### src/rtl/jtag_tap_ctrl.sv
// IEEE 1149.1 TAP controller: TAP FSM, 4-bit IR, bypass/IDCODE registers, BSR strobes and TDO mux.
// Latency: state, IR and data registers update on the rising TCK edge; strobes and TDO are combinational from registered state.
// Backpressure: none; the FSM advances on every TCK edge under TMS control.
module jtag_tap_ctrl #(
    parameter int          IR_WIDTH   = 4,
    parameter logic [31:0] IDCODE_VAL = 32'h1000_0001
) (
    input  logic                TCK,
    input  logic                TRST,
    input  logic                TMS,
    input  logic                TDI,
    input  logic                bsr_tdo,
    output logic                TDO,
    output logic                TDO_en,
    output logic                dr_capture,
    output logic                dr_shift,
    output logic                dr_update,
    output logic                bsr_select,
    output logic                mode,
    output logic [3:0]          tap_state,
    output logic [IR_WIDTH-1:0] ir_out
);

    typedef enum logic [3:0] {
        TLR    = 4'hF, RTI    = 4'hC,
        SEL_DR = 4'h7, CAP_DR = 4'h6, SH_DR = 4'h2, EX1_DR = 4'h1,
        PAU_DR = 4'h3, EX2_DR = 4'h0, UPD_DR = 4'h5,
        SEL_IR = 4'h4, CAP_IR = 4'hE, SH_IR = 4'hA, EX1_IR = 4'h9,
        PAU_IR = 4'hB, EX2_IR = 4'h8, UPD_IR = 4'hD
    } tap_state_e;

    localparam logic [IR_WIDTH-1:0] OP_EXTEST  = IR_WIDTH'(4'h0);
    localparam logic [IR_WIDTH-1:0] OP_SAMPLE  = IR_WIDTH'(4'h1);
    localparam logic [IR_WIDTH-1:0] OP_IDCODE  = IR_WIDTH'(4'h2);
    localparam logic [IR_WIDTH-1:0] IR_CAPTURE = IR_WIDTH'(4'h1);

    tap_state_e          state_q, state_d;
    logic [IR_WIDTH-1:0] ir_out_q, ir_out_d;
    logic [IR_WIDTH-1:0] ir_sr_q, ir_sr_d;
    logic                bypass_q, bypass_d;
    logic [31:0]         idcode_sr_q, idcode_sr_d;

    // Instruction decode; anything not explicitly listed behaves as BYPASS
    logic is_extest, is_sample, is_idcode, is_bypass;
    assign is_extest = (ir_out_q == OP_EXTEST);
    assign is_sample = (ir_out_q == OP_SAMPLE);
    assign is_idcode = (ir_out_q == OP_IDCODE);
    assign is_bypass = !(is_extest || is_sample || is_idcode);

    // State register: TRST drops straight into Test-Logic-Reset
    always_ff @(posedge TCK or negedge TRST) begin
        if (!TRST) state_q <= TLR;
        else       state_q <= state_d;
    end

    // Next-state logic from TMS
    always_comb begin
        state_d = state_q;
        case (state_q)
            TLR:    state_d = TMS ? TLR    : RTI;
            RTI:    state_d = TMS ? SEL_DR : RTI;
            SEL_DR: state_d = TMS ? SEL_IR : CAP_DR;
            CAP_DR: state_d = TMS ? EX1_DR : SH_DR;
            SH_DR:  state_d = TMS ? EX1_DR : SH_DR;
            EX1_DR: state_d = TMS ? UPD_DR : PAU_DR;
            PAU_DR: state_d = TMS ? EX2_DR : PAU_DR;
            EX2_DR: state_d = TMS ? UPD_DR : SH_DR;
            UPD_DR: state_d = TMS ? SEL_DR : RTI;
            SEL_IR: state_d = TMS ? TLR    : CAP_IR;
            CAP_IR: state_d = TMS ? EX1_IR : SH_IR;
            SH_IR:  state_d = TMS ? EX1_IR : SH_IR;
            EX1_IR: state_d = TMS ? UPD_IR : PAU_IR;
            PAU_IR: state_d = TMS ? EX2_IR : PAU_IR;
            EX2_IR: state_d = TMS ? UPD_IR : SH_IR;
            UPD_IR: state_d = TMS ? SEL_DR : RTI;
            default: state_d = TLR;
        endcase
    end

    // Outputs: BSR strobes, instruction-driven controls and the TDO return mux
    always_comb begin
        tap_state  = state_q;
        ir_out     = ir_out_q;
        bsr_select = is_extest || is_sample;
        mode       = is_extest;
        dr_capture = (state_q == CAP_DR) && bsr_select;
        dr_shift   = (state_q == SH_DR)  && bsr_select;
        dr_update  = (state_q == UPD_DR) && bsr_select;
        TDO_en     = (state_q == SH_DR) || (state_q == SH_IR);
        TDO        = 1'b0;
        if (state_q == SH_IR) begin
            TDO = ir_sr_q[0];
        end else if (state_q == SH_DR) begin
            if (bsr_select)     TDO = bsr_tdo;
            else if (is_idcode) TDO = idcode_sr_q[0];
            else                TDO = bypass_q;
        end
    end

    // Register next values: IR capture/shift/update and the selected data register
    always_comb begin
        ir_sr_d     = ir_sr_q;
        ir_out_d    = ir_out_q;
        bypass_d    = bypass_q;
        idcode_sr_d = idcode_sr_q;
        case (state_q)
            CAP_IR: ir_sr_d  = IR_CAPTURE;
            SH_IR:  ir_sr_d  = {TDI, ir_sr_q[IR_WIDTH-1:1]};
            UPD_IR: ir_out_d = ir_sr_q;
            CAP_DR: begin
                if (is_bypass) bypass_d    = 1'b0;
                if (is_idcode) idcode_sr_d = IDCODE_VAL;
            end
            SH_DR: begin
                if (is_bypass) bypass_d    = TDI;
                if (is_idcode) idcode_sr_d = {TDI, idcode_sr_q[31:1]};
            end
            default: ;
        endcase
        // Landing in Test-Logic-Reset always reselects IDCODE
        if (state_d == TLR) ir_out_d = OP_IDCODE;
    end

    // IR and data registers; TRST aborts any scan in progress
    always_ff @(posedge TCK or negedge TRST) begin
        if (!TRST) begin
            ir_out_q    <= OP_IDCODE;
            ir_sr_q     <= '0;
            bypass_q    <= 1'b0;
            idcode_sr_q <= '0;
        end else begin
            ir_out_q    <= ir_out_d;
            ir_sr_q     <= ir_sr_d;
            bypass_q    <= bypass_d;
            idcode_sr_q <= idcode_sr_d;
        end
    end

endmodule

### config.mk
export PLATFORM = sky130hd
export DESIGN_NAME = jtag_tap_ctrl
export DESIGN_NICKNAME = d
export VERILOG_FILES = /design/src/rtl/jtag_tap_ctrl.sv
export SDC_FILE = /design/constraint.sdc
export NUM_CORES = 1
export LEC_CHECK = 0
export CORE_MARGIN = 2
export CORE_UTILIZATION = 60
export CTS_BUF_LIST = sky130_fd_sc_hd__clkbuf_16
export CTS_CLUSTER_DIAMETER = 60
export CTS_CLUSTER_SIZE = 40
export DETAILED_ROUTE_END_ITERATION = 16
export HOLD_SLACK_MARGIN = 0.08
export PLACE_DENSITY = 0.82
export SLEW_MARGIN = 10
export SYNTH_ARGS = -nofsm -noshare
export SYNTH_HDL_FRONTEND = slang
export SYNTH_SLANG_ARGS = --single-unit
export TNS_END_PERCENT = 10
### constraint.sdc
create_clock -name TCK -period 3.9 [get_ports TCK]
set_clock_uncertainty 0.15 [all_clocks]
set_input_delay 0.39 -clock TCK [delete_from_list [all_inputs] [get_ports TCK]]
set_output_delay 0.39 -clock TCK [all_outputs]
set_load 0.01 [all_outputs]
### Word-level counts from Yosys, hierarchy flattened

Index checks and enable logic that the tools add are counted.

| word-level totals | value |
|---|---|
| register bits | 45 |
| bits of input ports | 5 |
| output and inout bits | 15 |

| operators by class | value |
|---|---|
| multiplexer cells | 26 |
| eq/ne operators | 22 |
| reduce and logical (&&, ||, !) cells | 16 |

Operator list:

| kind | count |
|---|---|
| $mux W32 | 2 |
| $pmux W32 S2 | 1 |
| $pmux W4 S12 | 1 |
| $eq A4 B4 Y1 const B | 9 |
| $eq A4 B3 Y1 const B | 4 |
| $eq A4 B2 Y1 const B | 3 |
| $mux W2 | 6 |
| $mux W3 | 4 |
| $mux W4 | 3 |
| $eq A4 B1 Y1 const B | 2 |
| $logic_not A4 Y1 | 2 |
| $ne A2 B2 Y1 const B | 4 |
| $pmux W4 S2 | 1 |
| $mux W1 | 7 |
| $reduce_and A3 Y1 | 2 |
| $reduce_bool A2 Y1 | 3 |
| $reduce_or A2 Y1 | 2 |
| $logic_and A1 B1 Y1 | 3 |
| $logic_or A1 B1 Y1 | 3 |
| $reduce_or A3 Y1 | 1 |
| $pmux W1 S2 | 1 |

### Depth between registers and ports, before layout

| logic depth | value |
|---|---|
| depth in word-level cells | 5 |
| depth in mapped cells | 5 |
| depth with buffers taken out | 3 |

### Least setup slack after synthesis

OpenSTA, ideal clock, no wires.

| path | value |
|---|---|
| kind | reg-to-output |
| start point | reg state_q[2] (netlist: tap_state[2]) |
| end point | out TDO |
| path buffers | 2 |
| cell stages (with the launch flop) | 5 |
| path slack | 1954 ps |
| arrival | 1406 ps |
| path through | dfstp_2 -> clkbuf_1 -> clkbuf_1 -> nor3_1 -> a31o_1 |

| between the ends | value |
|---|---|
| cells in the longest elaborated chain, start to end | 3 |
| elaborated cells on any way between the ends | 4 |
| those cells by class | eq/ne: 2; mux: 2 |

Ends and longest elaborated chain:

| what | line | text |
|---|---|---|
| start: declaration | 37 | `tap_state_e state_q, state_d;` |
| start signal: assignment | 53 | `else state_q <= state_d;` |
| $eq A4 B2 Y1 | 93 | `end else if (state_q == SH_DR) begin` |
| $mux W1 | 93 |  |
| $mux W1 (*) | 91 | `if (state_q == SH_IR) begin` |
| end: declaration | 13 | `output logic TDO,` |

Mark *: on every way between the ends. The rest lies on a longest branch, timed or not.

### Worst setup path after layout

| path | value |
|---|---|
| start point | reg state_q[2] (netlist: tap_state[2]) |
| end point | out dr_update |

| between the ends | value |
|---|---|
| cells in the longest elaborated chain, start to end | 2 |

Ends and longest elaborated chain:

| what | line | text |
|---|---|---|
| $eq A4 B3 Y1 | 88 | `dr_update = (state_q == UPD_DR) && bsr_select;` |
| $logic_and A1 B1 Y1 | 88 |  |
| end: declaration | 17 | `output logic dr_update,` |

No other way between the ends.

==> impl_metrics.py <==
metrics = {
    "status": {
        "outcome": "finished, final reports clean",
    },
    "detailed_routing": {
        "drc_errors": 0,
        "ant_nets": 0,
        "drt_wl_total_um": 4091,
        "via_per_inst": 5.595,
        "vias": 1410,
        "wl_per_cell_um": 16.23,
        "drt_iter0_drc": 89,
        "drt_first_pass_iters": 4,
    },
    "synthesis": {
        "seq_area_frac_synth": 0.4959,
        "synth_top_cell_by_area": "dfrtp_1",
        "muxShareOfSynthArea": 0.2230,
        "synthAdderAreaFrac": 0,
        "synth_compound_area_frac": 0.05479,
        "synth_top_family_by_area": "multiplexers",
        "syn_area_um2": 2283,
        "synth_cell_types": 35,
        "yosys.area_share.simple": 0.1863,
        "yosysTopAreaCellShare": 0.4384,
        "synthTopCellsByArea": "dfrtp_1 44%, mux2_4 19%, nor2b_1 8.2%, dfstp_2 5.8%, nor2_1 2.0%",
        "avgSynthCellArea_um2": 12.08,
        "synthCells": 189,
        "synth_warnings": 0,
        "synth_fp_nets": 194,
        "ys_seq_elements": 45,
        "synth_xor_xnor_area_share": 0,
    },
    "setup_path": {
        "setup.worst_path.end_class": "output port",
        "worstPathRequired_ns": 3.36,
        "path_buf_inv": 1,
        "worstPathArrival_ns": 2.04,
        "max_stage_delay_ns": 0.78,
        "critPathKind": "flop to output port",
        "cp_top_family": "flip-flops",
        "critPathSlowestCell": "dfstp_2",
        "start_kind": "flop",
        "cp_max_fo": 21,
        "path_cells": "nand2b_1, and4b_1, clkdlybuf4s50_1",
    },
    "clock_tree": {
        "cts_tree": "built",
        "clk_pin_slew_ns": 0.06,
        "htreeDepth": 2,
        "cts_root_buffer": "clkbuf_16",
        "clock_latency_ns": 0.29,
        "clkSinkCount": 45,
        "numCtsBuffers": 5,
        "post_cts_resized": 0,
        "ctsHoldBuffers": 0,
        "clockBufferDepth": 2,
        "postCtsSetupRepairBufs": 0,
    },
    "timing": {
        "setup_viol": 0,
        "hold_viol_final": 0,
        "post-route-min-period_ns": 2.580,
        "rsz0062_at_grt": "false",
        "timing.slew.headroom": 0.3179,
        "drv_slew": 0,
        "worstMarginPinSlew_ns": 1.020,
        "finalCritPeriodShare": 0.6615,
        "finalSetupTns_ns": 0,
        "clock.fmax_mhz": 387.6,
    },
    "cells_and_area": {
        "multi_input_area_um2": 1060,
        "areaGrowthSynthToFinish_pct": 14.85,
        "fillers": 256,
        "antenna_cells": 0,
        "drive_gt1_frac": 0.2206,
        "ff_latch_area_um2": 1132,
        "layout.nets": 208,
    },
    "power": {
        "total_power_mw": 1.754,
        "power_density_nw_per_um2": 668.7,
        "ir_drop_uv": 353.5,
        "leakagePower_nw": 1.302,
    },
    "place": {
        "place_congestion": 0.8403,
        "hpwl_um": 2583,
        "numPortBuffers": 19,
    },
    "run": {
        "maxCapViolCount": 0,
    },
    "floorplanning": {
        "dieArea_um2": 4315,
        "initial_core_util": 0.6237,
        "core_um2": 3661,
        "die_h_um": 65.69,
        "rows": 22,
        "dieWidth_um": 65.69,
        "num_io_pins": 20,
    },
    "global_route": {
        "grt_max_degree": 46,
        "antenna_found_initial": 0,
        "globalRouteTotalUtil": 0.2190,
        "grt_overflow": 0,
        "grt_pass1_wl_um": 7003,
        "grt_pass1_vias": 1420,
    },
    "worst_hold_path": {
        "min_path_type": "primary input to asynchronous set/reset pin",
    },
}
## cells by family (layout without fill, tap and decap cells)
logic type             after synthesis  in the layout
AND/OR/NAND/NOR                     71             71
flip-flops                          45             45
multiplexers                        36             36
AO/OA/AOI/OAI                       20             20
buffers and inverters               17             32
## final timing paths
kind	to	from	slack [ns]	cells past startpoint
max reg2reg	idcode_sr_q[29]$_DFFE_PN0P_	tap_state[1]$_DFF_PN1_	1.51	3
max in group asynchronous	idcode_sr_q[20]$_DFFE_PN0P_	TRST	2.90	1
max	dr_update	tap_state[2]$_DFF_PN1_	1.32	3
min	bypass_q$_DFFE_PN0P_	TRST	0.11	1
min in group TCK	idcode_sr_q[29]$_DFFE_PN0P_	idcode_sr_q[29]$_DFFE_PN0P_	0.34	1
min reg2reg	idcode_sr_q[29]$_DFFE_PN0P_	idcode_sr_q[29]$_DFFE_PN0P_	0.34	1
## where the power goes
group	internal (mW)	switching [mW]
Combinational	0.289	0.268
Clock	0.298	0.169
Sequential	0.573	0.157
Total	1.16	0.594
## metal layers
metal  up-vias  global-route usage  part of all wire
li1        673                   -                 -
met1       707              0.2824              0.45
met2        24              0.3611              0.51
met3         6             0.05822             0.035
met4         0             0.06771            0.0086
met5         -                   0                 0
## sequential cells by signal (all words and copies together), names as in the netlist
register / flops
tap_state: 4
bypass_q: 1
ir_out: 4
ir_sr_q: 4
idcode_sr_q: 32
## per-stage QoR
step           hold slack (ns)  cells  utilization  setup slack (ns)  area, um^2
2_1_floorplan         -0.05559    189            -             1.954        2283
3_3_place_gp            0.3267    244       0.6719             1.611        2460
3_5_place_dp            0.3326    244       0.6719             1.534        2460
4_1_cts                 0.1405    252       0.7163             1.325        2623
5_1_grt                 0.1915    252       0.7163             1.198        2623
6_report                0.1079    252       0.7163             1.320        2623
## placed cells by master (no fill, tap or decap), drive strengths merged, types with 2 or more instances in the layout
| cell | count |
|---|---|
| nand2b | 4 |
| inv | 5 |
| dfrtp | 40 |
| nor3b | 2 |
| nand2 | 9 |
| buf | 2 |
| nor2b | 30 |
| nor2 | 12 |
| nand3 | 2 |
| clkbuf | 5 |
| clkdlybuf4s50 | 18 |
| o21ai | 6 |
| dfstp | 5 |
| a211o | 2 |
| mux2 | 32 |
| mux2i | 4 |
| nor3 | 4 |
| a21oi | 5 |
| nor4 | 2 |
## cell usage after synthesis
cell	count
dfstp_2	5
o22ai_1	1
nor2b_1	30
inv_1	4
a21oi_1	5
o21ai_0	6
mux2_4	29
a22o_1	1
and3_1	1
mux2_1	3
o31ai_1	1
nand2_1	8
a21o_1	1
a211o_1	2
buf_6	3
a211oi_1	1
buf_2	4
nor3b_1	1
nor4_1	2
nand3b_1	1
nor3_1	4
a31oi_1	1
mux2i_1	4
or3_1	1
nand2b_1	4
and4b_1	1
a31o_1	1
clkbuf_1	6
nand3_1	2
nor3b_4	1
nor2_1	12
nor4b_4	1
nand2_2	1
nand4b_1	1
dfrtp_1	40
## cell type report
class,count,share of cell area
Multi-Input combinational cell,127,0.4041
Inverter,4,0.005725
Clock inverter,3,0.01431
Clock buffer,5,0.04771
Timing Repair Buffer,20,0.07347
Sequential cell,45,0.4318
Tap cell,48,0.02290
Power figures use the tool's default switching activity.
